<file path="src/rtl/timer_pkg.sv">
// Shared types and constants for the countdown timer controller.
package timer_pkg;

    // Controller states; the encoding is what appears on state_o.
    typedef enum logic [2:0] {
        ST_IDLE    = 3'd0,
        ST_EDIT    = 3'd1,
        ST_LOAD    = 3'd2,
        ST_RUN     = 3'd3,
        ST_PAUSE   = 3'd4,
        ST_EXPIRED = 3'd5
    } state_t;

    // Which preset field the edit cursor is on.
    localparam logic [1:0] FIELD_NONE  = 2'd0;
    localparam logic [1:0] FIELD_HOURS = 2'd1;
    localparam logic [1:0] FIELD_MINS  = 2'd2;
    localparam logic [1:0] FIELD_SECS  = 2'd3;

    localparam int HOURS_MAX  = 23;
    localparam int MINSEC_MAX = 59;

    // Hours increment with wrap 23 -> 0.
    function automatic logic [4:0] next_hours(input logic [4:0] val);
        return (val >= 5'(HOURS_MAX)) ? 5'd0 : val + 5'd1;
    endfunction

    // Minutes/seconds increment with wrap 59 -> 0.
    function automatic logic [5:0] next_minsec(input logic [5:0] val);
        return (val >= 6'(MINSEC_MAX)) ? 6'd0 : val + 6'd1;
    endfunction

endpackage

</file>
<file path="src/rtl/tick_prescaler.sv">
// Free-running divider: counts 0..DIV-1 while enabled, holds when idle,
// and flags the last count of each period with a wrap pulse.
module tick_prescaler #(
    parameter int DIV = 100000000,
    parameter int W   = (DIV > 1) ? $clog2(DIV) : 1
) (
    input  logic clk,
    input  logic reset,
    input  logic clear,
    input  logic enable,
    output logic wrap
);

    logic [W-1:0] count;
    logic         last;

    assign last = (count == W'(DIV - 1));
    assign wrap = enable & last;

    // Clear has priority over counting; with neither, the phase is held.
    always_ff @(posedge clk or negedge reset) begin
        if (!reset) begin
            count <= '0;
        end else if (clear) begin
            count <= '0;
        end else if (enable) begin
            count <= last ? '0 : count + W'(1);
        end
    end

endmodule

</file>
<file path="src/rtl/timer_ctrl.sv">
// Countdown timer controller: preset editing, start/pause/resume, 1 Hz tick
// generation and the expiry alarm. The countdown itself lives outside and
// reports back through cnt_zero.
//
// Interface contract: the four buttons are debounced single-cycle strobes,
// sampled on every rising edge with no backpressure; when several arrive in
// one cycle only the highest priority one acts (clear > start > mode > inc).
// load and tick_en are single-cycle strobes to the datapath, which must
// accept them in the cycle they are high.
module timer_ctrl
    import timer_pkg::*;
#(
    parameter int TICK_DIV   = 100000000,
    parameter int ALARM_SECS = 10
) (
    input  logic       clk,
    input  logic       reset,
    input  logic       btn_start,
    input  logic       btn_mode,
    input  logic       btn_inc,
    input  logic       btn_clear,
    input  logic       cnt_zero,
    output logic       load,
    output logic       tick_en,
    output logic [4:0] hours_set,
    output logic [5:0] mins_set,
    output logic [5:0] secs_set,
    output logic [1:0] edit_field,
    output logic [2:0] state_o,
    output logic       alarm
);

    localparam int AW = $clog2(ALARM_SECS + 1);

    state_t        state, state_nx;
    logic [1:0]    field_nx;
    logic [4:0]    hours_nx;
    logic [5:0]    mins_nx, secs_nx;
    logic [AW-1:0] alarm_cnt, alarm_cnt_nx, alarm_cnt_inc;

    logic do_clear, do_start, do_mode, do_inc, any_btn;
    logic preset_nz;
    logic pre_clear, pre_enable, pre_wrap;

    // Button priority resolution: a lower button is masked by any higher one.
    assign do_clear = btn_clear;
    assign do_start = btn_start & ~btn_clear;
    assign do_mode  = btn_mode & ~btn_start & ~btn_clear;
    assign do_inc   = btn_inc & ~btn_mode & ~btn_start & ~btn_clear;
    assign any_btn  = btn_clear | btn_start | btn_mode | btn_inc;

    assign preset_nz     = (hours_set != '0) || (mins_set != '0) || (secs_set != '0);
    assign alarm_cnt_inc = alarm_cnt + AW'(1);

    // Prescaler is parked at zero outside a countdown, held in PAUSE so a
    // resume keeps the sub-second phase, and restarted by LOAD.
    assign pre_clear  = (state == ST_IDLE) || (state == ST_EDIT) || (state == ST_LOAD);
    assign pre_enable = (state == ST_RUN) || (state == ST_EXPIRED);

    tick_prescaler #(
        .DIV (TICK_DIV)
    ) u_prescaler (
        .clk    (clk),
        .reset  (reset),
        .clear  (pre_clear),
        .enable (pre_enable),
        .wrap   (pre_wrap)
    );

    assign state_o = state;

    // Next-state, preset and alarm-counter decisions.
    always_comb begin
        state_nx     = state;
        field_nx     = edit_field;
        hours_nx     = hours_set;
        mins_nx      = mins_set;
        secs_nx      = secs_set;
        alarm_cnt_nx = '0;
        case (state)
            ST_IDLE: begin
                if (do_start) begin
                    if (preset_nz) state_nx = ST_LOAD;
                end else if (do_mode) begin
                    state_nx = ST_EDIT;
                    field_nx = FIELD_HOURS;
                end
            end
            ST_EDIT: begin
                if (do_clear) begin
                    hours_nx = '0;
                    mins_nx  = '0;
                    secs_nx  = '0;
                end else if (do_start) begin
                    if (preset_nz) begin
                        state_nx = ST_LOAD;
                        field_nx = FIELD_NONE;
                    end
                end else if (do_mode) begin
                    case (edit_field)
                        FIELD_HOURS: field_nx = FIELD_MINS;
                        FIELD_MINS:  field_nx = FIELD_SECS;
                        default: begin
                            state_nx = ST_IDLE;
                            field_nx = FIELD_NONE;
                        end
                    endcase
                end else if (do_inc) begin
                    case (edit_field)
                        FIELD_HOURS: hours_nx = next_hours(hours_set);
                        FIELD_MINS:  mins_nx  = next_minsec(mins_set);
                        FIELD_SECS:  secs_nx  = next_minsec(secs_set);
                        default:     ;
                    endcase
                end
            end
            ST_LOAD: begin
                state_nx = ST_RUN;
            end
            ST_RUN: begin
                // Expiry outranks pause so a finished count is never parked.
                if (do_clear)       state_nx = ST_IDLE;
                else if (cnt_zero)  state_nx = ST_EXPIRED;
                else if (do_start)  state_nx = ST_PAUSE;
            end
            ST_PAUSE: begin
                if (do_clear)       state_nx = ST_IDLE;
                else if (do_start)  state_nx = ST_RUN;
            end
            ST_EXPIRED: begin
                alarm_cnt_nx = alarm_cnt;
                if (any_btn) begin
                    state_nx     = ST_IDLE;
                    alarm_cnt_nx = '0;
                end else if (pre_wrap) begin
                    if (alarm_cnt_inc == AW'(ALARM_SECS)) begin
                        state_nx     = ST_IDLE;
                        alarm_cnt_nx = '0;
                    end else begin
                        alarm_cnt_nx = alarm_cnt_inc;
                    end
                end
            end
            default: begin
                state_nx = ST_IDLE;
                field_nx = FIELD_NONE;
            end
        endcase
    end

    // State, presets and registered strobes. tick_en is issued the cycle
    // after a prescaler wrap, and only if the controller stays in RUN, so a
    // pause, abort or expiry in the wrap cycle swallows that tick.
    always_ff @(posedge clk or negedge reset) begin
        if (!reset) begin
            state      <= ST_IDLE;
            edit_field <= FIELD_NONE;
            hours_set  <= '0;
            mins_set   <= '0;
            secs_set   <= '0;
            alarm_cnt  <= '0;
            load       <= 1'b0;
            tick_en    <= 1'b0;
            alarm      <= 1'b0;
        end else begin
            state      <= state_nx;
            edit_field <= field_nx;
            hours_set  <= hours_nx;
            mins_set   <= mins_nx;
            secs_set   <= secs_nx;
            alarm_cnt  <= alarm_cnt_nx;
            load       <= (state_nx == ST_LOAD);
            tick_en    <= (state == ST_RUN) && pre_wrap && (state_nx == ST_RUN);
            alarm      <= (state_nx == ST_EXPIRED);
        end
    end

endmodule
</file>
<file path="config.mk">
export PLATFORM = sky130hd
export DESIGN_NAME = timer_ctrl
export DESIGN_NICKNAME = d
export VERILOG_FILES = /design/src/rtl/timer_pkg.sv /design/src/rtl/tick_prescaler.sv /design/src/rtl/timer_ctrl.sv
export SDC_FILE = /design/constraint.sdc
export NUM_CORES = 1
export LEC_CHECK = 0
export BUFFER_PORTS_ARGS = -buffer_cell sky130_fd_sc_hd__buf_2
export CAP_MARGIN = 20
export CELL_PAD_IN_SITES_DETAIL_PLACEMENT = 1
export CELL_PAD_IN_SITES_GLOBAL_PLACEMENT = 1
export CORE_UTILIZATION = 45
export DETAILED_ROUTE_END_ITERATION = 12
export GPL_ROUTABILITY_DRIVEN = 1
export PLACE_DENSITY = 0.85
export SETUP_SLACK_MARGIN = 0.02
export SLEW_MARGIN = 40
export SYNTH_ARGS = -nofsm -noshare
export SYNTH_HDL_FRONTEND = slang
export SYNTH_SLANG_ARGS = --single-unit
</file>
<file path="constraint.sdc">
create_clock -name clk -period 2.74 [get_ports clk]
set_input_delay 0.137 -clock clk [delete_from_list [all_inputs] [get_ports clk]]
set_output_delay 0.137 -clock clk [all_outputs]
set_load 0.02 [all_outputs]
</file>
Word level (Yosys, flattened, before mapping)
Index checks and enable logic that the tools add are counted.

Add/sub/neg operators: 5. $mul: 0. Div/mod/pow operators: 0. Order comparisons: 3. Eq/ne operators: 21. Shifts and indexed selects: 0. Mux-type cells: 49. Bitwise logic cells: 14. Reduce and logical (&&, ||, !) cells: 22.

Operators with widths (number): two-way mux 27 bit (3); two-way mux 6 bit (12); two-way mux 3 bit (15); two-way mux 5 bit (6); adder 27 x 1 -> 27 bit, second input constant (1); == test 27 bit, second input constant (1); one-hot mux 3 bit (6 select lines) (1); two-way mux 4 bit (4); AND reduction 5 bit (3); adder 6 x 1 -> 6 bit, second input constant (2); == test 3 x 2 -> 1 bit, second input constant (4); >= comparator 6 bit, second input constant (2); two-way mux 2 bit (6); nonzero test 6 bit (2); != test 2 bit, second input constant (5); nonzero test 2 bit (5); == test 3 bit, second input constant (3); != test 3 bit, second input constant (3); bitwise AND 1 bit (7); one-hot mux 2 bit (3 select lines) (1); AND reduction 6 bit (1); adder 5 x 1 -> 5 bit, second input constant (1); >= comparator 5 bit, second input constant (1); logical OR 1 bit (5); 13 further kinds (20).

Register bits: 56. Latch bits: 0. Bits in writable memories: 0. ROM bits: 0. Output and inout port bits: 25. Memories kept: 0.

Depth between registers and ports, before layout
Gate-level depths: netlist of run 1.

Depth after elaboration: 9. Depth in mapped cells: 7.

Hierarchy
Synthesis of run 1 repeated with hierarchy kept, for this count alone.

Cells, all modules: 371. Area total of the unflattened synthesis: 3475.8 µm².

Modules (own cells, without submodules): timer_ctrl (times used 1, cells an instance 205, area an instance 1901.8 µm²); tick_prescaler (times used 1, cells an instance 166, area an instance 1574.0 µm²).

Worst setup path after synthesis of run 1
Ideal clock, no wire load.

Path type: register to register. From: register u_prescaler.count[17]. To: register u_prescaler.count[0]. Library setup time: 0.121 ns. Data arrival time: 1.826 ns. Required time: 2.619 ns. Path slack: 0.793 ns. Stages on the path, launching flop included: 6. Period minus slack after synthesis: 1.947 ns. Cells stage by stage: dfrtp_1 -> or4_1 -> nor4_4 -> and2_1 -> o31ai_1 -> a22o_1.

Cells in the longest elaborated chain, start to end: 4.

RTL lines: start, declared (RTL line tick_prescaler.sv:14) `logic [W-1:0] count;`; start signal, assigned (RTL line tick_prescaler.sv:27) `count <= last ? '0 : count + W'(1);`; == test 27 bit (RTL line tick_prescaler.sv:17) `assign last = (count == W'(DIV - 1));`; two-way mux 27 bit (RTL line tick_prescaler.sv:27); two-way mux 27 bit (RTL line tick_prescaler.sv:26) `end else if (enable) begin`; two-way mux 27 bit (RTL line tick_prescaler.sv:24) `end else if (clear) begin`.

No other way between the ends. The select of a mux whose other input is x is not followed. A chain may end at the register's enable or synchronous reset.

Final worst setup path of run 1
From: register u_prescaler.count[11]. To: register u_prescaler.count[12].

Cells in the longest elaborated chain, start to end: 4. Elaborated cells on any way between the ends: 5.

RTL lines (RTL line): adder 27 x 1 -> 27 bit or == test 27 bit (tied branches) (tick_prescaler.sv:27, tick_prescaler.sv:17); two-way mux 27 bit (*) (tick_prescaler.sv:27); two-way mux 27 bit (*) (tick_prescaler.sv:26); two-way mux 27 bit (*) (tick_prescaler.sv:24).

Mark *: on every way between the ends. The rest lies on a longest branch, timed or not. The select of a mux whose other input is x is not followed.

==> qor.txt, run 1 <==
vias in the first global route -> 3142
status -> completed
Skew-Pair Late Insertion Delay -> 0.32 ns
global-route wire length before repair -> 15520 µm
Peak Freq -> 416.2 MHz
Final period util -> 87.68%
commonest non-fill, non-tap cell in the layout -> dfrtp_1
Top FF cell, synth -> dfrtp_1
Clk pin slew, worst setup/hold paths -> 0.10 ns
Hold Fails Final Rpt -> 0
GR peak layer -> met2
CTS buffer count -> 5
Routed WL per cell -> 18.02 µm
Starting Density -> 46.39%
synthesized area -> 3347 µm²
area delta synth->final -> 11.74%
Avg Cell Area, Syn -> 8.973 µm²
DR pass1 iterations -> 4
pin count of the biggest net entering global routing -> 30
critical-path cell list -> or4b_4, nor4_4, a21oi_2, a21oi_4, buf_4, nor2_1
via count -> 2973
# rows -> 31
DRT iter0 DRCs -> 148
port bufs -> 31
Final HPWL DP -> 6685 µm
Clock Path Buffers -> 2
asr flop ratio synth -> 100.0%
worst-margin pin slew -> 0.8388 ns
ranking of synthesized cells by area -> dfrtp_1, nor2_1, ha_1
leak pwr -> 1.631 nW
htree depth -> 2
Total GRT Usage -> 25.64%
TritonCTS sink count -> 56
WS Path Type -> reg2reg
# diodes -> 0
unrepaired setup endpoints after global routing -> no
CTS tree -> built
cts repair resizes -> 0
Pins Over Slew Limit -> 0
Critical Path RT -> 2.94 ns
relative slew slack -> 44.08%
Root Buffer Master -> clkbuf_8
Synth top area share -> 41.87%
synth warn -> 0
#FFs+latches synth -> 56
Final setup viols -> 0
Syn Inst Count -> 373
met1 Use GR -> 34.67%
Final #Nets -> 428
VDD IR-drop max -> 0.0003063 V
vias per inst -> 5.841
DIE AREA -> 7786 µm²
wirelength, routed -> 9171 µm
met2 Resource Use GR -> 43.57%
Worst Setup End Kind -> flip-flop
Crit path max-delay family -> simple AND/OR/NAND/NOR gates
Synth area leader -> dfrtp_1
GPL Wtd Cong -> 0.8754
crit path max-delay cell type -> or4b_4
CP arrival -> 2.61 ns
HP Class -> in2reg
most frequent cells in the layout -> dfrtp_1, nor2_1, nand2_1, buf_2, o21ai_0
post-route antenna net violation count -> 0
CP peak stage delay -> 0.57 ns
die width -> 88.24 µm
grt total ovfl -> 0
initial antenna violation count -> 0
EDFF count, synth -> 0
Max-Cap Viols -> 0
Worst Skew -> 0.01178 ns
crit path buf inv count -> 1
fillers -> 878
routing usage on met3 -> 2.612%
nature of the critical path startpoint -> flip-flop
height of the die -> 88.24 µm
DRC -> 0
post-synthesis sequential area ratio -> 41.87%
Setup TNS -> 0 ns
CP max FO -> 13
Synthesized Nets -> 392
layout cells sized above 1 -> 14.39%
Pwr Density -> 707.4 nW/µm²
Util after Layout -> 51.84%
Period minus WS final -> 2.403 ns
Core Region -> 7214 µm²
Ports -> 32
Netlist cell types -> 58
## synth_stat cells, types with 5 or more instances
master     n
dfrtp_1   56
nor2_1    46
nand2_1   36
o21ai_0   23
a21oi_1   17
inv_1     17
nand4_1   17
xor2_1    16
nand3_1   13
ha_1      12
clkbuf_1   8
nor3_1     8
xnor2_1    8
and3_1     6
nor2b_1    6
a31oi_1    5
nand2b_1   5
## final timing paths
check | startpoint | endpoint | slack [ns] | cells after the start
setup / recovery | u_prescaler.count[11]$_DFFE_PN0P_ | u_prescaler.count[12]$_DFFE_PN0P_ | 0.34 | 6
min in group asynchronous | reset | secs_set[2]$_DFFE_PN0P_ | 0.40 | 2
max in group asynchronous | reset | state_o[0]$_DFF_PN0_ | 1.60 | 3
setup reg to reg | u_prescaler.count[11]$_DFFE_PN0P_ | u_prescaler.count[12]$_DFFE_PN0P_ | 0.34 | 6
hold reg to reg | u_prescaler.count[1]$_DFFE_PN0P_ | u_prescaler.count[1]$_DFFE_PN0P_ | 0.55 | 2
hold / removal | cnt_zero | state_o[2]$_DFF_PN0_ | 0.23 | 5
## routing by layer
layer | part of all wire (%) | up-vias
met5 | 0 | -
met1 | 46 | 1500
met3 | 3.0 | 13
li1 | - | 1410
met2 | 50 | 50
met4 | 1.5 | 0
## cell type report
class	instances	area, µm²	share of cell area (%)
Multi-Input combinational cell	288	1828	48.88
Sequential cell	56	1401	37.47
Timing Repair Buffer	41	232.7	6.223
Tap cell	99	123.9	3.312
Clock buffer	8	90.09	2.409
Inverter	17	63.81	1.706
## repair_timing
action                                 4_1_cts  5_1_grt
hold buffers                                 1        0
setup buffers                                0        0
endpoints found under the hold margin       27        0
## through the flow
stage	instance area, µm²	total power, mW	cells	worst slack (ns)	hold slack (ns)
final	3740	2.646	509	0.3375	0.2269
after global routing	3740	2.848	509	0.1600	0.2543
after CTS	3740	2.661	509	0.3292	0.2212
after detailed placement	3640	2.181	500	0.3724	0.2325
after global placement	3640	2.125	500	0.4682	0.2135
after floorplan	3347	1.808	373	0.7927	-0.1586
## power breakdown
part / total (mW) / switching [mW] / internal [mW] / leakage [nW]
combinational: 1.07 / 0.697 / 0.375 / 0.821
sequential: 1.10 / 0.163 / 0.939 / 0.764
clock: 0.471 / 0.264 / 0.207 / 0.0455
## worst reg2reg max path: stages, from the launching register on
cell     delay [ns]
dfrtp_1        0.45
or4b_4         0.57
nor4_4         0.39
a21oi_2        0.19
a21oi_4        0.38
buf_4          0.26
nor2_1         0.07
## state kept, by name, summed over array words and instances, names as in the netlist
name / count
state_o: 3
u_prescaler.count: 27
secs_set: 6
load: 1
alarm: 1
hours_set: 5
alarm_cnt: 4
mins_set: 6
edit_field: 2
tick_en: 1
## cells by family after synthesis
family          share of synthesized area [%]
flops                                   41.87
compound gates                          15.59
fa+ha+maj                               4.486
mux                                     1.308
simple gates                            26.95
xor+xnor                                6.280
buf+inv                                 3.514
No activity file was read; power rests on OpenSTA's default activity.
==> run 2: changes to the inputs <==
--- a/config.mk
+++ b/config.mk
@@ -12,6 +12,7 @@
 export CORE_UTILIZATION = 45
 export DETAILED_ROUTE_END_ITERATION = 12
 export GPL_ROUTABILITY_DRIVEN = 1
+export GPL_TIMING_DRIVEN = 0
 export PLACE_DENSITY = 0.85
 export SETUP_SLACK_MARGIN = 0.02
 export SLEW_MARGIN = 40
==> qor.txt, run 2 (synthesized netlist as in run 1, its figures left out) <==
worst-margin pin slew -> 0.7063 ns (was 0.8388 ns)
max FFs per register -> 27 (unchanged)
Max-Cap Viols -> 0 (unchanged)
DRT iter0 DRCs -> 140 (was 148)
HP Class -> in2reg (unchanged)
Clock Path Buffers -> 2 (unchanged)
Hold Path Depth -> 3 (was 5)
Placed Cells -> 503 (was 500)
Hold Fails Final Rpt -> 0 (unchanged)
CTS tree -> built (unchanged)
area delta synth->final -> 11.14% (was 11.74%)
Switching Power -> 1.139 mW (was 1.125 mW)
postcts setup bufs -> 0 (unchanged)
worst setup margin -> 0.4667 ns (was 0.3375 ns)
Largest Register -> u_prescaler.count (unchanged)
RR Endpoint -> u_prescaler.count[9]$_DFFE_PN0P_ (was u_prescaler.count[12]$_DFFE_PN0P_)
Final HPWL DP -> 6121 µm (was 6685 µm)
TritonCTS sink count -> 56 (unchanged)
Worst Setup End Kind -> flip-flop (unchanged)
global-route wire length before repair -> 14210 µm (was 15520 µm)
Clk pin slew, worst setup/hold paths -> 0.11 ns (was 0.10 ns)
Core Region -> 7214 µm² (unchanged)
layout cells sized above 1 -> 13.11% (was 14.39%)
# diodes -> 0 (unchanged)
most frequent cells in the layout -> dfrtp_1, nor2_1, nand2_1, buf_2, o21ai_0 (unchanged)
# rows -> 31 (unchanged)
fillers -> 881 (was 878)
DP Worst Slack -> 0.4961 ns (was 0.3724 ns)
GPL Wtd Cong -> 0.8285 (was 0.8754)
Clk pwr share -> 17.1% (was 17.8%)
CTS buffer count -> 5 (unchanged)
Sequential Area -> 1401 µm² (unchanged)
pin count of the biggest net entering global routing -> 57 (was 30)
Final period util -> 82.97% (was 87.68%)
CP arrival -> 2.47 ns (was 2.61 ns)
height of the die -> 88.24 µm (unchanged)
vias per inst -> 5.838 (was 5.841)
via count -> 2983 (was 2973)
combinational power share -> 41.5% (was 40.5%)
post-route antenna net violation count -> 0 (unchanged)
Period minus WS final -> 2.273 ns (was 2.403 ns)
vias in the first global route -> 2899 (was 3142)
WS Path Type -> reg2reg (unchanged)
Peak Freq -> 439.9 MHz (was 416.2 MHz)
Total GRT Usage -> 23.29% (was 25.64%)
commonest non-fill, non-tap cell in the layout -> dfrtp_1 (unchanged)
DRC -> 0 (unchanged)
grt total ovfl -> 0 (unchanged)
Skew-Pair Late Insertion Delay -> 0.32 ns (about the same)
hold path start -> btn_start (was cnt_zero)
share of power burned in registers -> 41.5% (was 41.6%)
Routed WL per cell -> 16.32 µm (was 18.02 µm)
sw frac -> 43.44% (was 42.51%)
Setup TNS -> 0 ns (unchanged)
Pins Over Slew Limit -> 0 (unchanged)
Root Buffer Master -> clkbuf_8 (unchanged)
CP max FO -> 10 (was 13)
Final #Nets -> 431 (was 428)
relative slew slack -> 52.91% (was 44.08%)
reg-to-reg slack, setup -> 0.47 ns (was 0.34 ns)
port bufs -> 31 (unchanged)
Largest regs -> u_prescaler.count (27), mins_set (6), secs_set (6) (unchanged)
status -> completed (unchanged)
worst reg2reg startpoint -> u_prescaler.count[17]$_DFFE_PN0P_ (was u_prescaler.count[11]$_DFFE_PN0P_)
VDD IR-drop max -> 0.0004174 V (was 0.0003063 V)
Final setup viols -> 0 (unchanged)
DIE AREA -> 7786 µm² (unchanged)
DR pass1 iterations -> 4 (unchanged)
htree depth -> 2 (unchanged)
nature of the critical path startpoint -> flip-flop (unchanged)
Starting Density -> 46.39% (unchanged)
Worst Skew -> 0.01284 ns (was 0.01178 ns)
WHS Endpoint -> state_o[1]$_DFF_PN0_ (was state_o[2]$_DFF_PN0_)
Ports -> 32 (unchanged)
multi-input logic area -> 1828 µm² (unchanged)
Cell Int Power -> 1.483 mW (was 1.521 mW)
die width -> 88.24 µm (unchanged)
leak pwr -> 1.607 nW (was 1.631 nW)
Reg2Reg Depth -> 6 (unchanged)
wirelength, routed -> 8339 µm (was 9171 µm)
Final Non-Filler Cells -> 511 (was 509)
Pwr Density -> 704.7 nW/µm² (was 707.4 nW/µm²)
initial antenna violation count -> 0 (unchanged)
crit path from -> u_prescaler.count[17]$_DFFE_PN0P_ (was u_prescaler.count[11]$_DFFE_PN0P_)
unrepaired setup endpoints after global routing -> no (unchanged)
Critical Path RT -> 2.94 ns (about the same)
smallest hold slack -> 0.2130 ns (was 0.2269 ns)
## run 2: cell count changes in the layout (fill, tap and decap cells not counted), sizes merged
cell,delta
buf,-5
clkinvlp,+1
clkinv,+1
clkbuf,+5
## run 2: power by group through the flow
stage               sequential [mW]  combinational [mW]  clock (mW)
global route                   1.11                1.20       0.489
global placement               1.09                1.04           0
CTS                            1.09                1.09       0.460
detailed placement             1.10                1.08           0
floorplan                      1.20               0.608           0
finish                         1.09                1.09       0.448
## run 2: metal layers
layer	GRT usage [%]	vias up	routed length, µm
li1	-	1422	-
met1	32.90	1502	4116
met2	37.76	51	3888
met3	3.545	8	235
met4	5.425	0	99
met5	0	-	0
## run 2: how the worst max path moves through the flow
stage	to	slack, ns	cells after the start
after floorplan	u_prescaler.count[0]$_DFFE_PN0P_	0.79	5
after global placement	u_prescaler.count[9]$_DFFE_PN0P_	0.53	6
after detailed placement	hours_set[4]$_DFFE_PN0P_	0.50	5
after CTS	hours_set[4]$_DFFE_PN0P_	0.47	5
after global routing	hours_set[4]$_DFFE_PN0P_	0.34	5
final	u_prescaler.count[9]$_DFFE_PN0P_	0.47	6
## run 2: what timing repair did
item / in CTS / in global routing
endpoints found under the hold margin: 56 / 0
hold buffers: 1 / 0
resized for setup: 0 / 0
## run 2: area by class of cell
cell class              instances  area share, %
clock inverters                 2         0.3364
multi-input cells             288          49.14
well taps                      99          3.330
clock buffers                   5          1.850
inverters                      17          1.715
flip-flops and latches         56          37.67
plain buffers                  12          1.446
repair buffers                 32          4.507
## run 2: stage by stage
step | cell area (µm²) | utilization, % | power [mW]
final | 3720 | 51.56 | 2.621
after global placement | 3626 | 50.26 | 2.136
after detailed placement | 3628 | 50.29 | 2.184
after global routing | 3720 | 51.56 | 2.801
after CTS | 3720 | 51.56 | 2.634
after floorplan | 3347 | - | 1.808
## run 2: critical path, stage by stage, from the launching register on
cell	delay, ns
dfrtp_1	0.44
or4_1	0.58
nor4_4	0.38
a21oi_2	0.19
a21oi_4	0.27
buf_4	0.24
nor2_1	0.07
==> run 3: changes to the inputs <==
--- a/config.mk
+++ b/config.mk
@@ -5,15 +5,16 @@
 export SDC_FILE = /design/constraint.sdc
 export NUM_CORES = 1
 export LEC_CHECK = 0
+export ABC_AREA = 1
 export BUFFER_PORTS_ARGS = -buffer_cell sky130_fd_sc_hd__buf_2
 export CAP_MARGIN = 20
 export CELL_PAD_IN_SITES_DETAIL_PLACEMENT = 1
 export CELL_PAD_IN_SITES_GLOBAL_PLACEMENT = 1
-export CORE_UTILIZATION = 45
+export CORE_UTILIZATION = 44
 export DETAILED_ROUTE_END_ITERATION = 12
 export GPL_ROUTABILITY_DRIVEN = 1
 export GPL_TIMING_DRIVEN = 0
-export PLACE_DENSITY = 0.85
+export PLACE_DENSITY = 0.86
 export SETUP_SLACK_MARGIN = 0.02
 export SLEW_MARGIN = 40
 export SYNTH_ARGS = -nofsm -noshare
==> constraint.sdc (replaced) <==
create_clock -name clk -period 2.2 [get_ports clk]
set_input_delay 0.11 -clock clk [delete_from_list [all_inputs] [get_ports clk]]
set_output_delay 0.11 -clock clk [all_outputs]
set_load 0.02 [all_outputs]
==> qor.txt, run 3 <==
Skew-Pair Late Insertion Delay -> 0.32 ns (about the same)
GPL Wtd Cong -> 0.8067 (was 0.8285)
synthesized area -> 3699 µm² (was 3347 µm²)
Max-Cap Viols -> 0 (unchanged)
#FFs+latches synth -> 56 (unchanged)
Total GRT Usage -> 23.68% (was 23.29%)
grt total ovfl -> 0 (unchanged)
synth warn -> 0 (unchanged)
# diodes -> 0 (unchanged)
Final #Nets -> 564 (was 431)
Critical Path RT -> 2.41 ns (was 2.94 ns)
Post-synth top cells -> nand2_1, nor2_1, inv_1, dfrtp_1, nand3_1 (was dfrtp_1, nor2_1, nand2_1, o21ai_0)
Final period util -> 84.09% (was 82.97%)
Pins Over Slew Limit -> 0 (unchanged)
sw frac -> 47.00% (was 43.44%)
vias per inst -> 5.296 (was 5.838)
crit path buf inv count -> 3 (was 1)
most frequent cells in the layout -> nand2_1, nor2_1, inv_1, dfrtp_1, nand3_1 (was dfrtp_1, nor2_1, nand2_1, buf_2, o21ai_0)
Design Area, Final -> 4090 µm² (was 3720 µm²)
Starting Density -> 45.24% (was 46.39%)
Pwr Density -> 907.2 nW/µm² (was 704.7 nW/µm²)
Largest regs -> u_prescaler.count (27), mins_set (6), secs_set (6) (unchanged)
height of the die -> 93.69 µm (was 88.24 µm)
asr flop ratio synth -> 100.0% (unchanged)
critical-path cell list -> inv_2, a21oi_4, nor3_2, inv_1, nor2_2, inv_2, o21ai_0, nor2_1 (was or4_1, nor4_4, a21oi_2, a21oi_4, buf_4, nor2_1)
Avg Cell Area, Syn -> 7.309 µm² (was 8.973 µm²)
max FFs per register -> 27 (unchanged)
global-route wire length before repair -> 16480 µm (was 14210 µm)
Clk pin slew, worst setup/hold paths -> 0.11 ns (about the same)
Netlist cell types -> 40 (was 58)
Final setup viols -> 0 (unchanged)
ranking of synthesized cells by area -> dfrtp_1, nand2_1, nor2_1 (was dfrtp_1, nor2_1, ha_1)
VDD IR-drop max -> 0.0005545 V (was 0.0004174 V)
CTS buffer count -> 5 (unchanged)
Util after Layout -> 50.03% (was 51.56%)
combinational power share -> 45.4% (was 41.5%)
DR pass1 iterations -> 4 (unchanged)
Hold Fails Final Rpt -> 0 (unchanged)
Synth area leader -> dfrtp_1 (unchanged)
worst-margin pin slew -> 0.7587 ns (was 0.7063 ns)
initial antenna violation count -> 0 (unchanged)
Top cell by count, worst path -> inv_2
area delta synth->final -> 10.59% (was 11.14%)
Worst Skew -> 0.01001 ns (was 0.01284 ns)
Clock Path Buffers -> 2 (unchanged)
CP max FO -> 10 (unchanged)
leak pwr -> 1.874 nW (was 1.607 nW)
crit path max-delay cell type -> dfrtp_1 (was or4_1)
Ports -> 32 (unchanged)
Synth top area share -> 37.89% (was 41.87%)
Period minus WS final -> 1.850 ns (was 2.273 ns)
Synthesized Nets -> 525 (was 392)
Cell Int Power -> 1.966 mW (was 1.483 mW)
Final HPWL DP -> 7682 µm (was 6121 µm)
EDFF count, synth -> 0 (unchanged)
Worst Setup End Kind -> flip-flop (unchanged)
Top FF cell, synth -> dfrtp_1 (unchanged)
htree depth -> 2 (unchanged)
unrepaired setup endpoints after global routing -> no (unchanged)
DIE AREA -> 8777 µm² (was 7786 µm²)
Largest Register -> u_prescaler.count (unchanged)
layout cells sized above 1 -> 16.67% (was 13.11%)
wirelength, routed -> 9839 µm (was 8339 µm)
status -> completed (unchanged)
# rows -> 33 (was 31)
DRT iter0 DRCs -> 102 (was 140)
Setup TNS -> 0 ns (unchanged)
most common cell in the netlist -> nand2_1 (was dfrtp_1)
Clk pwr share -> 16.2% (was 17.1%)
Routed WL per cell -> 15.11 µm (was 16.32 µm)
CP arrival -> 2.06 ns (was 2.47 ns)
HP Class -> in2reg (unchanged)
Core Region -> 8175 µm² (was 7214 µm²)
Peak Freq -> 540.6 MHz (was 439.9 MHz)
Switching Power -> 1.744 mW (was 1.139 mW)
Root Buffer Master -> clkbuf_8 (unchanged)
post-route antenna net violation count -> 0 (unchanged)
Syn Inst Count -> 506 (was 373)
relative slew slack -> 49.42% (was 52.91%)
commonest non-fill, non-tap cell in the layout -> nand2_1 (was dfrtp_1)
Placed Area -> 3988 µm² (was 3628 µm²)
WS Path Type -> reg2reg (unchanged)
die width -> 93.69 µm (was 88.24 µm)
share of power burned in registers -> 38.4% (was 41.5%)
post-synthesis sequential area ratio -> 37.89% (was 41.87%)
CTS tree -> built (unchanged)
nature of the critical path startpoint -> flip-flop (unchanged)
pin count of the biggest net entering global routing -> 57 (unchanged)
TritonCTS sink count -> 56 (unchanged)
CP peak stage delay -> 0.46 ns (was 0.58 ns)
vias in the first global route -> 3535 (was 2899)
Crit path max-delay family -> simple AND/OR/NAND/NOR gates (unchanged)
via count -> 3448 (was 2983)
port bufs -> 31 (unchanged)
DRC -> 0 (unchanged)
## run 3: kinds of logic after synthesis
group / synth area share [%]
AO/OA/AOI/OAI: 9.033
adder cells (fa/ha/maj): 4.059
AND/OR/NAND/NOR: 37.75
XOR/XNOR: 2.842
buffers and inverters: 8.423
flip-flops: 37.89
## run 3: worst reg2reg max path, delay by kind of cell (launching register included)
| kind | cells | cell delay (ns) |
|---|---|---|
| AND/OR/NAND/NOR | 3 | 0.59 |
| AO/OA/AOI/OAI | 2 | 0.32 |
| flip-flops | 1 | 0.46 |
| buffers and inverters | 3 | 0.38 |
## run 3: layout make-up
| type | count | area (µm²) |
|---|---|---|
| fillers | 1069 | 4085 |
| multi-input cells | 375 | 1986 |
| flip-flops and latches | 56 | 1401 |
| inverters | 72 | 276.5 |
| repair buffers | 32 | 167.7 |
| well taps | 105 | 131.4 |
| clock buffers | 5 | 68.82 |
| plain buffers | 3 | 35.03 |
| clock inverters | 3 | 23.77 |
## run 3: through the flow
stage	total power [mW]	setup slack (ns)	hold WS, ns	std cells
detailed placement	3.140	0.3599	0.2302	642
floorplan	2.588	0.6503	-0.1856	506
CTS	3.753	0.3395	0.1190	651
global route	4.004	0.1635	0.1527	651
global placement	3.040	0.4414	0.4351	642
finish	3.710	0.3501	0.1296	651
## run 3: worst paths after layout
check	to	from	slack, ns	cells after the start
max in group asynchronous	alarm_cnt[3]$_DFFE_PN0P_	reset	1.30	2
min	state_o[2]$_DFF_PN0_	cnt_zero	0.13	5
min in group asynchronous	secs_set[3]$_DFFE_PN0P_	reset	0.38	2
min reg2reg	u_prescaler.count[1]$_DFFE_PN0P_	u_prescaler.count[1]$_DFFE_PN0P_	0.56	2
max reg2reg	u_prescaler.count[19]$_DFFE_PN0P_	state_o[1]$_DFF_PN0_	0.35	8
max	u_prescaler.count[19]$_DFFE_PN0P_	state_o[1]$_DFF_PN0_	0.35	8
## run 3: power by group through the flow
stage	logic [mW]	clock network, mW	registers, mW
floorplan	0.992	0	1.60
global placement	1.61	0	1.43
detailed placement	1.69	0	1.45
CTS	1.70	0.620	1.43
global route	1.89	0.655	1.46
finish	1.69	0.601	1.42
## run 3: timing repair
action                                  in CTS  in global routing
hold buffers                                 1                  0
endpoints found under the hold margin       56                  0
endpoints found under the setup margin       0                  0
resized for setup                            0                  0
setup buffers                                0                  0
## run 3: routing by layer
| metal | wire length [µm] | global-route usage, % | vias up |
|---|---|---|---|
| li1 | - | - | 1709 |
| met1 | 4171 | 27.59 | 1672 |
| met2 | 5232 | 44.34 | 52 |
| met3 | 223 | 3.236 | 15 |
| met4 | 210 | 7.436 | 0 |
| met5 | 0 | 0 | - |
